--- src/rtl/mmc_seq_controller.sv ---
// rtl/mmc_seq_controller.sv - power-rail sequencer and SPI register-table configurator with capture control
module mmc_seq_controller #(
    parameter int NUM_RAILS = 2,
    parameter int RAIL_STEP = 2,
    parameter int CFG_LEN   = 55,
    parameter int IDX_W     = 6,
    parameter int CAP_IDX   = 61,
    parameter int SPI_TMO   = 1023
) (
    input  logic                 sys_clk,
    input  logic                 rst,
    input  logic [2:0]           mlc_cmd,
    input  logic                 mlc_en,
    output logic                 mlc_idle,
    output logic                 spi_en,
    output logic                 spi_rd_wr,
    output logic [4:0]           spi_addr,
    output logic [7:0]           spi_data,
    input  logic                 spi_done,
    output logic [IDX_W-1:0]     idx,
    input  logic [4:0]           addr_reg,
    input  logic [7:0]           data_reg,
    output logic [NUM_RAILS-1:0] rail_en,
    input  logic                 cap_done,
    input  logic                 rx_if_rdy,
    output logic                 sh_r,
    output logic                 fault,
    output logic [2:0]           mlc_state
);

    localparam int WD_W = $clog2(SPI_TMO + 1);
    // Leave POWER one cycle early so CONFIG is visible exactly (NUM_RAILS+1)*RAIL_STEP cycles in.
    localparam logic [15:0] CNT_LAST = 16'((NUM_RAILS + 1) * RAIL_STEP - 1);

    typedef enum logic [2:0] {
        ST_OFF    = 3'b000,
        ST_POWER  = 3'b001,
        ST_CONFIG = 3'b010,
        ST_IDLE   = 3'b011,
        ST_CAP    = 3'b100,
        ST_FAULT  = 3'b101
    } state_e;

    state_e                state_q, state_d;
    logic [15:0]           cnt_q, cnt_d;
    logic [NUM_RAILS-1:0]  rail_q, rail_d;
    logic [IDX_W-1:0]      i_q, i_d;
    logic [WD_W-1:0]       wd_q, wd_d;
    logic                  spi_en_q, spi_en_d;
    logic                  busy_q, busy_d;
    logic                  shift_q, shift_d;
    logic                  stop_q, stop_d;
    logic                  sh_r_q, sh_r_d;
    logic                  fault_q, fault_d;

    logic cmd_on, cmd_off, cmd_cap_set, cmd_cap_stop, done_ok;

    assign cmd_on       = mlc_en && (mlc_cmd == 3'b000);
    assign cmd_off      = mlc_en && (mlc_cmd == 3'b001);
    assign cmd_cap_set  = mlc_en && (mlc_cmd == 3'b010);
    assign cmd_cap_stop = mlc_en && (mlc_cmd == 3'b011);
    assign done_ok      = spi_done && busy_q;

    always_comb begin
        state_d  = state_q;
        cnt_d    = cnt_q;
        rail_d   = rail_q;
        i_d      = i_q;
        wd_d     = busy_q ? wd_q + WD_W'(1) : '0;
        spi_en_d = 1'b0;
        busy_d   = busy_q;
        shift_d  = shift_q;
        stop_d   = stop_q;
        sh_r_d   = 1'b0;
        fault_d  = fault_q;

        case (state_q)
            ST_OFF: begin
                fault_d = 1'b0;
                if (cmd_on) begin
                    state_d = ST_POWER;
                    cnt_d   = '0;
                    rail_d  = '0;
                end
            end
            ST_POWER: begin
                cnt_d = cnt_q + 16'd1;
                for (int k = 0; k < NUM_RAILS; k++) begin
                    if (cnt_q == 16'((k + 1) * RAIL_STEP)) rail_d[k] = 1'b1;
                end
                if (cnt_q == CNT_LAST) begin
                    state_d  = ST_CONFIG;
                    i_d      = '0;
                    spi_en_d = 1'b1;
                    busy_d   = 1'b1;
                    wd_d     = '0;
                end
            end
            ST_CONFIG: begin
                if (done_ok) begin
                    if (i_q == IDX_W'(CFG_LEN - 1)) begin
                        state_d = ST_IDLE;
                        busy_d  = 1'b0;
                        i_d     = '0;
                    end else begin
                        i_d      = i_q + IDX_W'(1);
                        spi_en_d = 1'b1;
                        busy_d   = 1'b1;
                        wd_d     = '0;
                    end
                end
            end
            ST_IDLE: begin
                if (cmd_cap_set) begin
                    state_d  = ST_CAP;
                    shift_d  = 1'b0;
                    stop_d   = 1'b0;
                    spi_en_d = 1'b1;
                    busy_d   = 1'b1;
                    wd_d     = '0;
                end
            end
            ST_CAP: begin
                if (!shift_q) begin
                    // Arm phase: a stop request is held until the arm write completes.
                    if (done_ok) begin
                        busy_d = 1'b0;
                        if (stop_q || cmd_cap_stop) begin
                            state_d = ST_IDLE;
                            stop_d  = 1'b0;
                        end else begin
                            shift_d = 1'b1;
                        end
                    end else if (cmd_cap_stop) begin
                        stop_d = 1'b1;
                    end
                end else begin
                    sh_r_d = sh_r_q ^ rx_if_rdy;
                    if (cmd_cap_stop) begin
                        state_d = ST_IDLE;
                        shift_d = 1'b0;
                        sh_r_d  = 1'b0;
                    end else if (cap_done) begin
                        state_d  = ST_CONFIG;
                        shift_d  = 1'b0;
                        sh_r_d   = 1'b0;
                        i_d      = '0;
                        spi_en_d = 1'b1;
                        busy_d   = 1'b1;
                        wd_d     = '0;
                    end
                end
            end
            ST_FAULT: begin
                fault_d = 1'b1;
            end
            default: state_d = ST_OFF;
        endcase

        if (busy_q && !spi_done && (wd_q == WD_W'(SPI_TMO))) begin
            state_d  = ST_FAULT;
            fault_d  = 1'b1;
            rail_d   = '0;
            i_d      = '0;
            wd_d     = '0;
            spi_en_d = 1'b0;
            busy_d   = 1'b0;
            shift_d  = 1'b0;
            stop_d   = 1'b0;
            sh_r_d   = 1'b0;
        end

        // OFF outranks everything, including a completion arriving in the same cycle.
        if (cmd_off && (state_q != ST_OFF)) begin
            state_d  = ST_OFF;
            fault_d  = 1'b0;
            rail_d   = '0;
            cnt_d    = '0;
            i_d      = '0;
            wd_d     = '0;
            spi_en_d = 1'b0;
            busy_d   = 1'b0;
            shift_d  = 1'b0;
            stop_d   = 1'b0;
            sh_r_d   = 1'b0;
        end
    end

    always_ff @(posedge sys_clk) begin
        if (rst) begin
            state_q  <= ST_OFF;
            cnt_q    <= '0;
            rail_q   <= '0;
            i_q      <= '0;
            wd_q     <= '0;
            spi_en_q <= 1'b0;
            busy_q   <= 1'b0;
            shift_q  <= 1'b0;
            stop_q   <= 1'b0;
            sh_r_q   <= 1'b0;
            fault_q  <= 1'b0;
        end else begin
            state_q  <= state_d;
            cnt_q    <= cnt_d;
            rail_q   <= rail_d;
            i_q      <= i_d;
            wd_q     <= wd_d;
            spi_en_q <= spi_en_d;
            busy_q   <= busy_d;
            shift_q  <= shift_d;
            stop_q   <= stop_d;
            sh_r_q   <= sh_r_d;
            fault_q  <= fault_d;
        end
    end

    assign mlc_state = state_q;
    assign mlc_idle  = (state_q == ST_IDLE);
    assign spi_en    = spi_en_q;
    assign spi_rd_wr = 1'b0;
    assign idx       = (state_q == ST_CAP) ? IDX_W'(CAP_IDX) : i_q;
    assign spi_addr  = addr_reg;
    assign spi_data  = data_reg;
    assign rail_en   = rail_q;
    assign sh_r      = sh_r_q;
    assign fault     = fault_q;

endmodule

--- config.mk ---
export PLATFORM = sky130hd
export DESIGN_NAME = mmc_seq_controller
export DESIGN_NICKNAME = d
export VERILOG_FILES = /design/src/rtl/mmc_seq_controller.sv
export SDC_FILE = /design/constraint.sdc
export NUM_CORES = 1
export LEC_CHECK = 0
export CORE_ASPECT_RATIO = 0.5
export CORE_UTILIZATION = 47
export DETAILED_ROUTE_END_ITERATION = 16
export PLACE_DENSITY = 0.75
export RECOVER_POWER = 25
export SLEW_MARGIN = 20
export SYNTH_ARGS = -nofsm -noshare
export SYNTH_HDL_FRONTEND = slang
export SYNTH_SLANG_ARGS = --single-unit
--- constraint.sdc ---
create_clock -name sys_clk -period 1.8 [get_ports sys_clk]
set_input_delay 0.27 -clock sys_clk [delete_from_list [all_inputs] [get_ports sys_clk]]
set_output_delay 0.27 -clock sys_clk [all_outputs]
set_load 0.01 [all_outputs]
==> results.json <==
{
  "worst_setup_path_end_kind": "flop",
  "proportion_of_netlist_area_held_by_the_largest_area_contributor_pct": 32.8,
  "period_needed_ns": 1.91,
  "synthArstFlopShare_pct": 0,
  "clockRootBuffer": "sky130_fd_sc_hd__clkbuf_8",
  "post-route-period-util_pct": 106,
  "final_layout_size_suffix_gt1_share_pct": 37.4,
  "dpl_worst_slack_ns": -0.575,
  "detail_route.first_pass.iterations": 5,
  "setup_viol": 15,
  "hold_path.class": "reg2reg",
  "outcome": "finished, violations left",
  "worstPathCellList": "buf_4 > buf_4 > nand2b_4 > a221o_1 > o211a_4 > and2_4 > a311oi_2",
  "dp.final_hpwl_mm": 4.88,
  "synth_nets": 349,
  "multi_input_combinational_cell_area_um2": 1770,
  "drc": 0,
  "clk_pin_slew_worst_paths_ns": 0.09,
  "grt_start_max_net_pins": 20,
  "critical_path_startpoint_category": "flop",
  "crit_fanout": 8,
  "wl_per_cell_um": 18.4,
  "floorplan.die_area_um2": 5900,
  "global_route.usage.total_pct": 24.2,
  "timing.critical_path.required_ns": 2.00,
  "tritoncts_num_sinks": 43,
  "critical_path_buf_inv_count": 2,
  "worst_clock_skew_ns": 0.0104,
  "layout.filler_cells": 328,
  "tritoncts_clock_tree": "done",
  "layout_setup_ws_ns": -0.112,
  "failed_checks": "setup timing",
  "worst_path_largest_cell_delay_ns": 0.39,
  "number_of_global_route_vias_before_repair": 2373,
  "chipWidth_um": 108,
  "grt_overflow_total": 0,
  "post-synth-top-area-cell": "sky130_fd_sc_hd__dfxtp_1",
  "layout.area.seq_um2": 878,
  "vias": 2801,
  "place_congestion": 0.872,
  "grt_first_pass_wirelength_mm": 10.9,
  "synth_seq_area_share_pct": 32.8,
  "post_synth_main_area_contributors": "sky130_fd_sc_hd__dfxtp_1 (33%), sky130_fd_sc_hd__a21oi_1 (4.0%), sky130_fd_sc_hd__buf_4 (4.0%)",
  "postSynthRegisterBits": 43,
  "cp.arrival_ns": 2.11,
  "dr.first_iter.drc_count": 155,
  "netlist_instances": 320,
  "timing.hold.ws_ns": 0.531,
  "rsz0062_at_grt": "yes",
  "finalHoldViolCount": 0,
  "dominantRegCellSynth": "sky130_fd_sc_hd__dfxtp_1",
  "worst_path_dominant_cell_family": "compound AO/OA/AOI/OAI gates",
  "synth_edf_count": 0,
  "clock_tree.htree_level_count": 2,
  "power.ir.vdd_worst_uv": 468,
  "rows": 18,
  "avgSynthCellArea_um2": 8.20,
  "clockBufferDepth": 2,
  "timing.critical_path.slowest_stage_cell": "sky130_fd_sc_hd__dfxtp_4",
  "criticalPathCategory": "reg2reg",
  "critPathMostFrequentCell": "sky130_fd_sc_hd__buf_4",
  "tritoncts_buffers": 5,
  "remaining_antenna_violation_count": 0,
  "area_delta_synth_final_pct": 40.0,
  "number_of_max_capacitance_violations_reported": 0,
  "count_leader_synth": "sky130_fd_sc_hd__dfxtp_1",
  "timing_max_transition_violations_final": 0,
  "core_region_area_um2": 5130,
  "synth_cell_type_count": 59,
  "layout.nets": 418,
  "initial_utilization_pct": 51.1,
  "synth_warnings": 0,
  "port_buffers": 23,
  "pwr_cell_area_nw_per_um2": 1040,
  "grt_antenna_before_repair": 0,
  "design.portCount": 51,
  "die_span_in_y_um": 54.8,
  "drt-total-wl_mm": 8.45,
  "clk_latency_ns": 0.30,
  "clock.fmax_mhz": 523,
  "p_leak_nw": 1.39,
  "antenna_cells": 0,
  "synth_top_cells_by_count": "sky130_fd_sc_hd__dfxtp_1 (43), sky130_fd_sc_hd__nand2_1 (24), sky130_fd_sc_hd__a21oi_1 (21)",
  "mappedNetlistArea_um2": 2620,
  "routed_via_density": 6.09
}
-- final timing paths --
path / startpoint / to / slack [ns] / depth (start not counted)
setup / recovery: mlc_state[2]$_SDFFE_PP0P_ / mlc_state[0]$_SDFFE_PP0P_ / -0.11 / 7
hold / removal: i_q[4]$_SDFFE_PP0P_ / i_q[4]$_SDFFE_PP0P_ / 0.53 / 2
setup reg to reg: mlc_state[2]$_SDFFE_PP0P_ / mlc_state[0]$_SDFFE_PP0P_ / -0.11 / 7
hold reg to reg: i_q[4]$_SDFFE_PP0P_ / i_q[4]$_SDFFE_PP0P_ / 0.53 / 2
-- through the flow --
| step | total power (W) | std cells | cell area [µm²] | setup TNS (ns) | util [%] |
|---|---|---|---|---|---|
| after CTS | 0.00343 | 451 | 3460 | -0.183 | 67.3 |
| after global routing | 0.00397 | 460 | 3670 | -2.34 | 71.5 |
| final | 0.00382 | 460 | 3670 | -0.601 | 71.5 |
| after floorplan | 0.00189 | 320 | 2660 | -0.0322 | - |
| after detailed placement | 0.00244 | 438 | 3230 | -9.68 | 62.8 |
| after global placement | 0.00239 | 438 | 3230 | -7.60 | 62.8 |
-- area by class of cell --
cell class	instances	share of cell area (%)
multi-input cells	239	48.1
flip-flops and latches	43	23.9
repair buffers	93	21.2
well taps	70	2.39
clock buffers	6	1.98
clock inverters	2	1.64
inverters	7	0.716
-- where the power goes --
part / internal, W / switching, W / total (W)
combinational: 0.000936 / 0.000879 / 0.00181
sequential: 0.00102 / 0.0000844 / 0.00110
clock: 0.000555 / 0.000348 / 0.000904
-- placed cells by master, fill, tap and decap left out, drive strengths merged, types with 8 or more instances in the layout --
cell	n
a21oi	21
a311oi	8
a31oi	9
buf	70
clkbuf	14
clkdlybuf4s50	12
dfxtp	43
nand2	24
nand3	20
nor2	19
nor3	8
nor4b	9
o21ai	11
or2	8
or3	8
-- worst min-delay path, stage by stage, from the launching register on --
cell,delay (ns)
sky130_fd_sc_hd__dfxtp_1,0.35
sky130_fd_sc_hd__nand2_1,0.07
sky130_fd_sc_hd__o22ai_1,0.07
-- sequential cells by signal, indices dropped and copies added, names as in the netlist, 2 cells and up --
| name | count |
|---|---|
| cnt_q | 16 |
| wd_q | 10 |
| i_q | 6 |
| mlc_state | 3 |
| rail_en | 2 |
-- logic make-up after synthesis --
group	after synthesis	share of synthesized area (%)
AO/OA/AOI/OAI	74	18.9
flip-flops	43	32.8
buffers and inverters	39	7.92
other	1	0.143
XOR/XNOR	9	3.01
adder cells (fa/ha/maj)	7	3.34
multiplexers	2	0.811
AND/OR/NAND/NOR	145	33.0
-- per-layer routing --
metal | global-route usage [%] | wire length (µm)
met1 | 28.5 | 3510
met2 | 44.9 | 4240
met3 | 4.52 | 467
met4 | 10.0 | 228
met5 | 0 | 0
-- what timing repair did --
action                                  CTS  global route
endpoints found under the hold margin     0             0
cloned                                    0             1
resized for setup                        35            52
pin swaps                                13            24
endpoints found under the setup margin   27            35
hold buffers                              0             0
buffers inserted                          5             8
Note: power is estimated with default switching activity, not from simulation.
